### src/rtl/axis_arith_pkg.sv
// Shared arithmetic helpers for the axis arithmetic blocks.
// Operands are carried at MaxWidth bits; callers pass their real width.
package axis_arith_pkg;

  localparam logic MODE_ADD = 1'b0;
  localparam logic MODE_SUB = 1'b1;

  // Widest operand any block in the set may use.
  localparam int unsigned MaxWidth = 64;

  typedef struct packed {
    logic                ovf;
    logic                carry;
    logic [MaxWidth-1:0] sum;
  } arith_res_t;

  // sub: a + ~b + ~cin, so carry reads as not-borrow; ovf is signed overflow
  // of the effective addition at bit (width-1).
  function automatic arith_res_t arith_calc(input logic [MaxWidth-1:0] a,
                                            input logic [MaxWidth-1:0] b,
                                            input logic                cin,
                                            input logic                sub,
                                            input int unsigned         width);
    logic [MaxWidth-1:0] mask;
    logic [MaxWidth-1:0] msb_mask;
    logic [MaxWidth-1:0] a_m;
    logic [MaxWidth-1:0] b_eff;
    logic [MaxWidth:0]   carry_mask;
    logic [MaxWidth:0]   total;
    logic                cin_eff;
    logic                a_msb;
    logic                b_msb;
    logic                s_msb;
    arith_res_t          res;

    mask       = '1;
    mask       = mask >> (MaxWidth - width);
    msb_mask   = {{(MaxWidth-1){1'b0}}, 1'b1} << (width - 1);
    carry_mask = {{MaxWidth{1'b0}}, 1'b1} << width;

    a_m     = a & mask;
    b_eff   = ((sub == MODE_SUB) ? ~b : b) & mask;
    cin_eff = (sub == MODE_SUB) ? ~cin : cin;
    total   = {1'b0, a_m} + {1'b0, b_eff} + {{MaxWidth{1'b0}}, cin_eff};

    res.sum   = total[MaxWidth-1:0] & mask;
    res.carry = |(total & carry_mask);

    a_msb   = |(a_m & msb_mask);
    b_msb   = |(b_eff & msb_mask);
    s_msb   = |(res.sum & msb_mask);
    res.ovf = (a_msb == b_msb) && (s_msb != a_msb);
    return res;
  endfunction

endpackage

### src/rtl/axis_result_fifo.sv
// Synchronous FIFO with occupancy level; output is the registered head entry.
// Pushes while full and pops while empty are ignored.
module axis_result_fifo #(
  parameter int unsigned DataWidth = 10,
  parameter int unsigned Depth     = 2,
  localparam int unsigned LevelW   = $clog2(Depth + 1)
) (
  input  logic                 clk_i,
  input  logic                 rst_ni,
  input  logic                 push_i,
  input  logic [DataWidth-1:0] data_i,
  input  logic                 pop_i,
  output logic [DataWidth-1:0] data_o,
  output logic [LevelW-1:0]    level_o,
  output logic                 full_o,
  output logic                 empty_o
);

  localparam int unsigned PtrW = (Depth > 1) ? $clog2(Depth) : 1;

  logic [DataWidth-1:0] mem_q [Depth];
  logic [PtrW-1:0]      wr_ptr_q, wr_ptr_d;
  logic [PtrW-1:0]      rd_ptr_q, rd_ptr_d;
  logic [LevelW-1:0]    level_q, level_d;
  logic                 push_en, pop_en;

  function automatic logic [PtrW-1:0] ptr_inc(input logic [PtrW-1:0] ptr);
    return (ptr == PtrW'(Depth - 1)) ? '0 : ptr + 1'b1;
  endfunction

  assign full_o  = (level_q == LevelW'(Depth));
  assign empty_o = (level_q == '0);
  assign push_en = push_i && !full_o;
  assign pop_en  = pop_i && !empty_o;

  always_comb begin
    wr_ptr_d = push_en ? ptr_inc(wr_ptr_q) : wr_ptr_q;
    rd_ptr_d = pop_en ? ptr_inc(rd_ptr_q) : rd_ptr_q;
    level_d  = level_q;
    case ({push_en, pop_en})
      2'b10:   level_d = level_q + 1'b1;
      2'b01:   level_d = level_q - 1'b1;
      default: level_d = level_q;
    endcase
  end

  always_ff @(posedge clk_i or negedge rst_ni) begin
    if (!rst_ni) begin
      for (int unsigned i = 0; i < Depth; i++) begin
        mem_q[i] <= '0;
      end
      wr_ptr_q <= '0;
      rd_ptr_q <= '0;
      level_q  <= '0;
    end else begin
      if (push_en) begin
        mem_q[wr_ptr_q] <= data_i;
      end
      wr_ptr_q <= wr_ptr_d;
      rd_ptr_q <= rd_ptr_d;
      level_q  <= level_d;
    end
  end

  assign data_o  = mem_q[rd_ptr_q];
  assign level_o = level_q;

endmodule

### src/rtl/axis_adder_pipe.sv
// Handshaked WIDTH-bit add/subtract with carry and signed overflow, results
// queued in a DEPTH-entry buffer. WIDTH must not exceed axis_arith_pkg::MaxWidth.
module axis_adder_pipe
  import axis_arith_pkg::*;
#(
  parameter int unsigned WIDTH = 8,
  parameter int unsigned DEPTH = 2
) (
  input  logic                         clk,
  input  logic                         rst,
  input  logic [WIDTH-1:0]             a_in,
  input  logic [WIDTH-1:0]             b_in,
  input  logic                         cin_in,
  input  logic                         sub_in,
  input  logic                         valid_in,
  output logic                         ready_out,
  output logic [WIDTH-1:0]             sum_out,
  output logic                         carry_out,
  output logic                         ovf_out,
  output logic                         valid_out,
  input  logic                         ready_in,
  output logic [$clog2(DEPTH+1)-1:0]   level_out
);

  localparam int unsigned LevelW = $clog2(DEPTH + 1);
  localparam int unsigned DataW  = WIDTH + 2;

  arith_res_t        calc;
  logic [DataW-1:0]  push_data;
  logic [DataW-1:0]  head;
  logic [LevelW-1:0] level;
  logic              full, empty;
  logic              push, pop;
  logic              ready_q, ready_d;

  assign calc      = arith_calc(MaxWidth'(a_in), MaxWidth'(b_in), cin_in, sub_in, WIDTH);
  assign push_data = {calc.sum[WIDTH-1:0], calc.carry, calc.ovf};

  if (WIDTH < MaxWidth) begin : gen_sum_pad
    logic unused_sum_hi;
    assign unused_sum_hi = ^calc.sum[MaxWidth-1:WIDTH];
  end

  assign push = valid_in && ready_q;
  assign pop  = !empty && ready_in;

  // Level after this edge stays below DEPTH if we pop, or if a push still
  // leaves room; otherwise it only changes when not already full.
  always_comb begin
    ready_d = 1'b0;
    if (pop) begin
      ready_d = 1'b1;
    end else if (push) begin
      ready_d = (level < LevelW'(DEPTH - 1));
    end else begin
      ready_d = !full;
    end
  end

  always_ff @(posedge clk or negedge rst) begin
    if (!rst) begin
      ready_q <= 1'b0;
    end else begin
      ready_q <= ready_d;
    end
  end

  axis_result_fifo #(
    .DataWidth (DataW),
    .Depth     (DEPTH)
  ) u_result_fifo (
    .clk_i   (clk),
    .rst_ni  (rst),
    .push_i  (push),
    .data_i  (push_data),
    .pop_i   (pop),
    .data_o  (head),
    .level_o (level),
    .full_o  (full),
    .empty_o (empty)
  );

  assign ready_out = ready_q;
  assign valid_out = !empty;
  assign level_out = level;
  assign sum_out   = head[DataW-1:2];
  assign carry_out = head[1];
  assign ovf_out   = head[0];

endmodule

### config.mk
export PLATFORM = sky130hd
export DESIGN_NAME = axis_adder_pipe
export DESIGN_NICKNAME = d
export VERILOG_FILES = /design/src/rtl/axis_arith_pkg.sv /design/src/rtl/axis_result_fifo.sv /design/src/rtl/axis_adder_pipe.sv
export SDC_FILE = /design/constraint.sdc
export NUM_CORES = 1
export LEC_CHECK = 0
export BUFFER_PORTS_ARGS = -buffer_cell sky130_fd_sc_hd__buf_2
export CAP_MARGIN = 10
export CORE_UTILIZATION = 58
export CTS_BUF_LIST = sky130_fd_sc_hd__clkbuf_4 sky130_fd_sc_hd__clkbuf_8
export DETAILED_ROUTE_END_ITERATION = 12
export PLACE_DENSITY = 0.87
export SLEW_MARGIN = 20
export SYNTH_ARGS = -nofsm -noshare
export SYNTH_HDL_FRONTEND = slang
export SYNTH_SLANG_ARGS = --single-unit
export TNS_END_PERCENT = 10
### constraint.sdc
create_clock -name clk -period 2.6 [get_ports clk]
set_input_delay 0.26 -clock clk [delete_from_list [all_inputs] [get_ports clk]]
set_output_delay 0.26 -clock clk [all_outputs]
set_load 0.02 [all_outputs]
==> impl_metrics.tcl <==
set metrics [dict create \
    nets 214 \
    wirelength_mm 3.09 \
    area_growth_pct 17.2 \
    crit_fanout 4 \
    r2r_start "u_result_fifo.level_o[0]$_DFFE_PN0P_" \
    outcome "complete, no violations" \
    power.density_nw_per_um2 1080 \
    die_y_um 53.0 \
    required_ns 2.78 \
    fin_crit_ns 2.19 \
    grt.total_usage_pct 24.3 \
    die_area_um2 2810 \
    holdPathStages 4 \
    met2_usage_pct 40.5 \
    antenna_left 0 \
    synth_edf_count 0 \
    drc 0 \
    wl_per_cell_um 14.8 \
    grt_overflow 0 \
    clock_skew_ns 0.00325 \
    hpwl_mm 2.36 \
    arrival_ns 2.37 \
    critical_path_class "in2reg" \
    worstMarginPinSlew_ns 0.874 \
    vias 1169 \
    ys_seq_elements 25 \
    synth_area_per_cell_um2 10.8 \
    first_global_vias 1048 \
    drv_slew 0 \
    slowest_stage "fa_1" \
    crit_path_cell_trace "buf_2, xor2_1, fa_1, fa_1, a21o_1, a221o_1, a211oi_2, o31ai_1" \
    placed_area_um2 1730 \
    clk_latency_ns 0.32 \
    clk_pin_slew_ns 0.13 \
    drt_iter0_markers 27 \
    grt_use_met3_pct 2.01 \
    clk_path_buf_depth 2 \
    gp_congestion 0.818 \
    cp_num_buf_inv 1 \
    vdd_drop_max_v 0.000909 \
    core_area_um2 2450 \
    r2r_end "u_result_fifo.mem_q[13]$_DFFE_PN0P_" \
    ys_async_sr_fraction_pct 100 \
    final-setup-viol-count 0 \
    design_area_um2 1770 \
    syn_inst 140 \
    syn_area_um2 1510 \
    cpMostUsedCell "fa_1" \
    crit_cells 8 \
    path_delay_family "adder cells" \
    start_kind "primary input" \
    drive_gt1_share_pct 34.1 \
    start_util_pct 61.4 \
    min_to "ready_out$_DFF_PN0_" \
    cts.sinks 25 \
    setup_slack_ns 0.411 \
    synth_top_flop_cell "dfrtp_1" \
    tns_ns 0 \
    firstDrtPassIters 4 \
    worstSetupEndpointType "flop" \
    cap_violations 0 \
    die_x_um 53.0 \
    cellLeakagePower_nw 0.880 \
    grt_pass1_wl_mm 4.75 \
    ff2ff_path_depth 5 \
    syn_nets 174 \
    min-delay-start "valid_in" \
    num_rows 18 \
    cts-buffers-inserted 3 \
    pre_cts_slack_ns 0.0779 \
    port_buffers 35 \
    relSlewSlack_pct 41.7 \
    tritoncts "done" \
    grt_max_degree 26 \
    period_share_pct 84.2 \
    ys_seq_area_share_pct 41.5 \
    viasPerCell 5.59 \
    postCtsSetupBuffers 0 \
    cpPeakStageDelay_ns 0.46 \
    antenna_cells 0 \
    top_usage_layer "met2" \
    synth_warnings 0 \
    ys_types 27 \
    fmax_mhz 457 \
    rsz0062_at_grt "false" \
    post-route-util_pct 71.9 \
    hold_class "in2reg" \
    hold_viol_final 0 \
    root_buffer "clkbuf_4" \
    htree_levels 1 \
    grt_use_met1_pct 31.5 \
    reg2reg_setup_slack_ns 0.52 \
    antenna_found_initial 0 \
    pin_count 36 \
]
==> tightest hold or removal path, stage by stage <==
cell and delay (ns):
buf_2 0.11, nand3_1 0.08, o21ai_0 0.08, nand2b_1 0.05
==> synthesized netlist by cell type (all sizes together), types with 2 or more instances <==
cell type / count / area share [%]
a211oi: 2 / 1.7
a21o: 3 / 1.5
a21oi: 5 / 1.7
and3: 3 / 1.2
buf: 4 / 1.3
dfrtp: 25 / 42
fa: 2 / 2.7
ha: 10 / 8.3
inv: 3 / 0.75
mux2: 14 / 10
nand2: 19 / 4.7
nand2b: 2 / 0.83
nor2: 2 / 0.50
o211ai: 2 / 1.0
o21ai: 14 / 4.7
o31ai: 4 / 2.0
o41ai: 2 / 2.2
xnor2: 5 / 2.9
xor2: 12 / 7.0
==> state kept, by name (all words and copies together), names as in the netlist <==
name and count:
ready_out 1, u_result_fifo.mem_q 20, u_result_fifo.rd_ptr_q 1, u_result_fifo.level_o 2, u_result_fifo.wr_ptr_q 1
==> per-stage QoR <==
step / cells / total power [mW] / hold WS [ns]
floorplan: 140 / 1.44 / -0.0356
global route: 209 / 2.05 / 0.290
CTS: 209 / 1.92 / 0.273
finish: 209 / 1.91 / 0.290
detailed placement: 204 / 1.73 / 0.279
global placement: 204 / 1.67 / 0.266
==> worst max-delay path by stage <==
stage,end,from
finish,u_result_fifo.mem_q[11]$_DFFE_PN0P_,sub_in
global route,u_result_fifo.mem_q[11]$_DFFE_PN0P_,sub_in
CTS,u_result_fifo.mem_q[11]$_DFFE_PN0P_,sub_in
detailed placement,u_result_fifo.mem_q[11]$_DFFE_PN0P_,sub_in
global placement,u_result_fifo.mem_q[11]$_DFFE_PN0P_,sub_in
floorplan,u_result_fifo.mem_q[1]$_DFFE_PN0P_,sub_in
==> timing repair <==
item	4_1_cts	5_1_grt
gates resized for setup	0	0
hold buffers	1	0
hold endpoints to repair	25	0
==> cell usage in the layout, fill, tap and decap left out, drive strengths merged <==
cell type	instances
a211oi	2
nand3b	1
a21oi	5
dfrtp	25
and3	3
nand4b	1
a21o	3
nand2b	2
xnor2	5
or2	1
fa	2
o211ai	2
nand3	1
nand2	19
nor2b	1
xor2	12
o41ai	2
o21ai	14
dlygate4sd3	1
a221o	1
o31ai	4
ha	10
mux2	14
buf	39
clkbuf	4
inv	3
nor2	2
==> per-layer routing <==
layer	routed length (µm)	vias up
li1	-	572
met1	1340	558
met2	1560	33
met3	113	6
met4	74	0
met5	0	-
==> where the power goes <==
part	internal (mW)	switching [mW]	total (mW)
clock network	0.0705	0.113	0.184
registers	0.573	0.141	0.714
logic	0.455	0.557	1.01
total	1.10	0.812	1.91
==> layout make-up <==
type | instances | area, µm²
clock buffers | 4 | 30.0
inverters | 3 | 11.3
multi-input cells | 107 | 846
flip-flops and latches | 25 | 626
repair buffers | 40 | 215
fillers | 190 | 689
well taps | 30 | 37.5
==> cells by family (layout without fill, tap and decap cells) <==
| logic type | count (synthesis) | count (layout) | synth area share [%] |
|---|---|---|---|
| flops | 25 | 25 | 41.5 |
| simple gates | 31 | 31 | 9.55 |
| xor+xnor | 17 | 17 | 9.88 |
| buf+inv | 8 | 47 | 2.33 |
| mux | 14 | 14 | 10.5 |
| compound gates | 33 | 33 | 15.3 |
| fa+ha+maj | 12 | 12 | 11.0 |
Note: power is estimated with default switching activity, not from simulation.
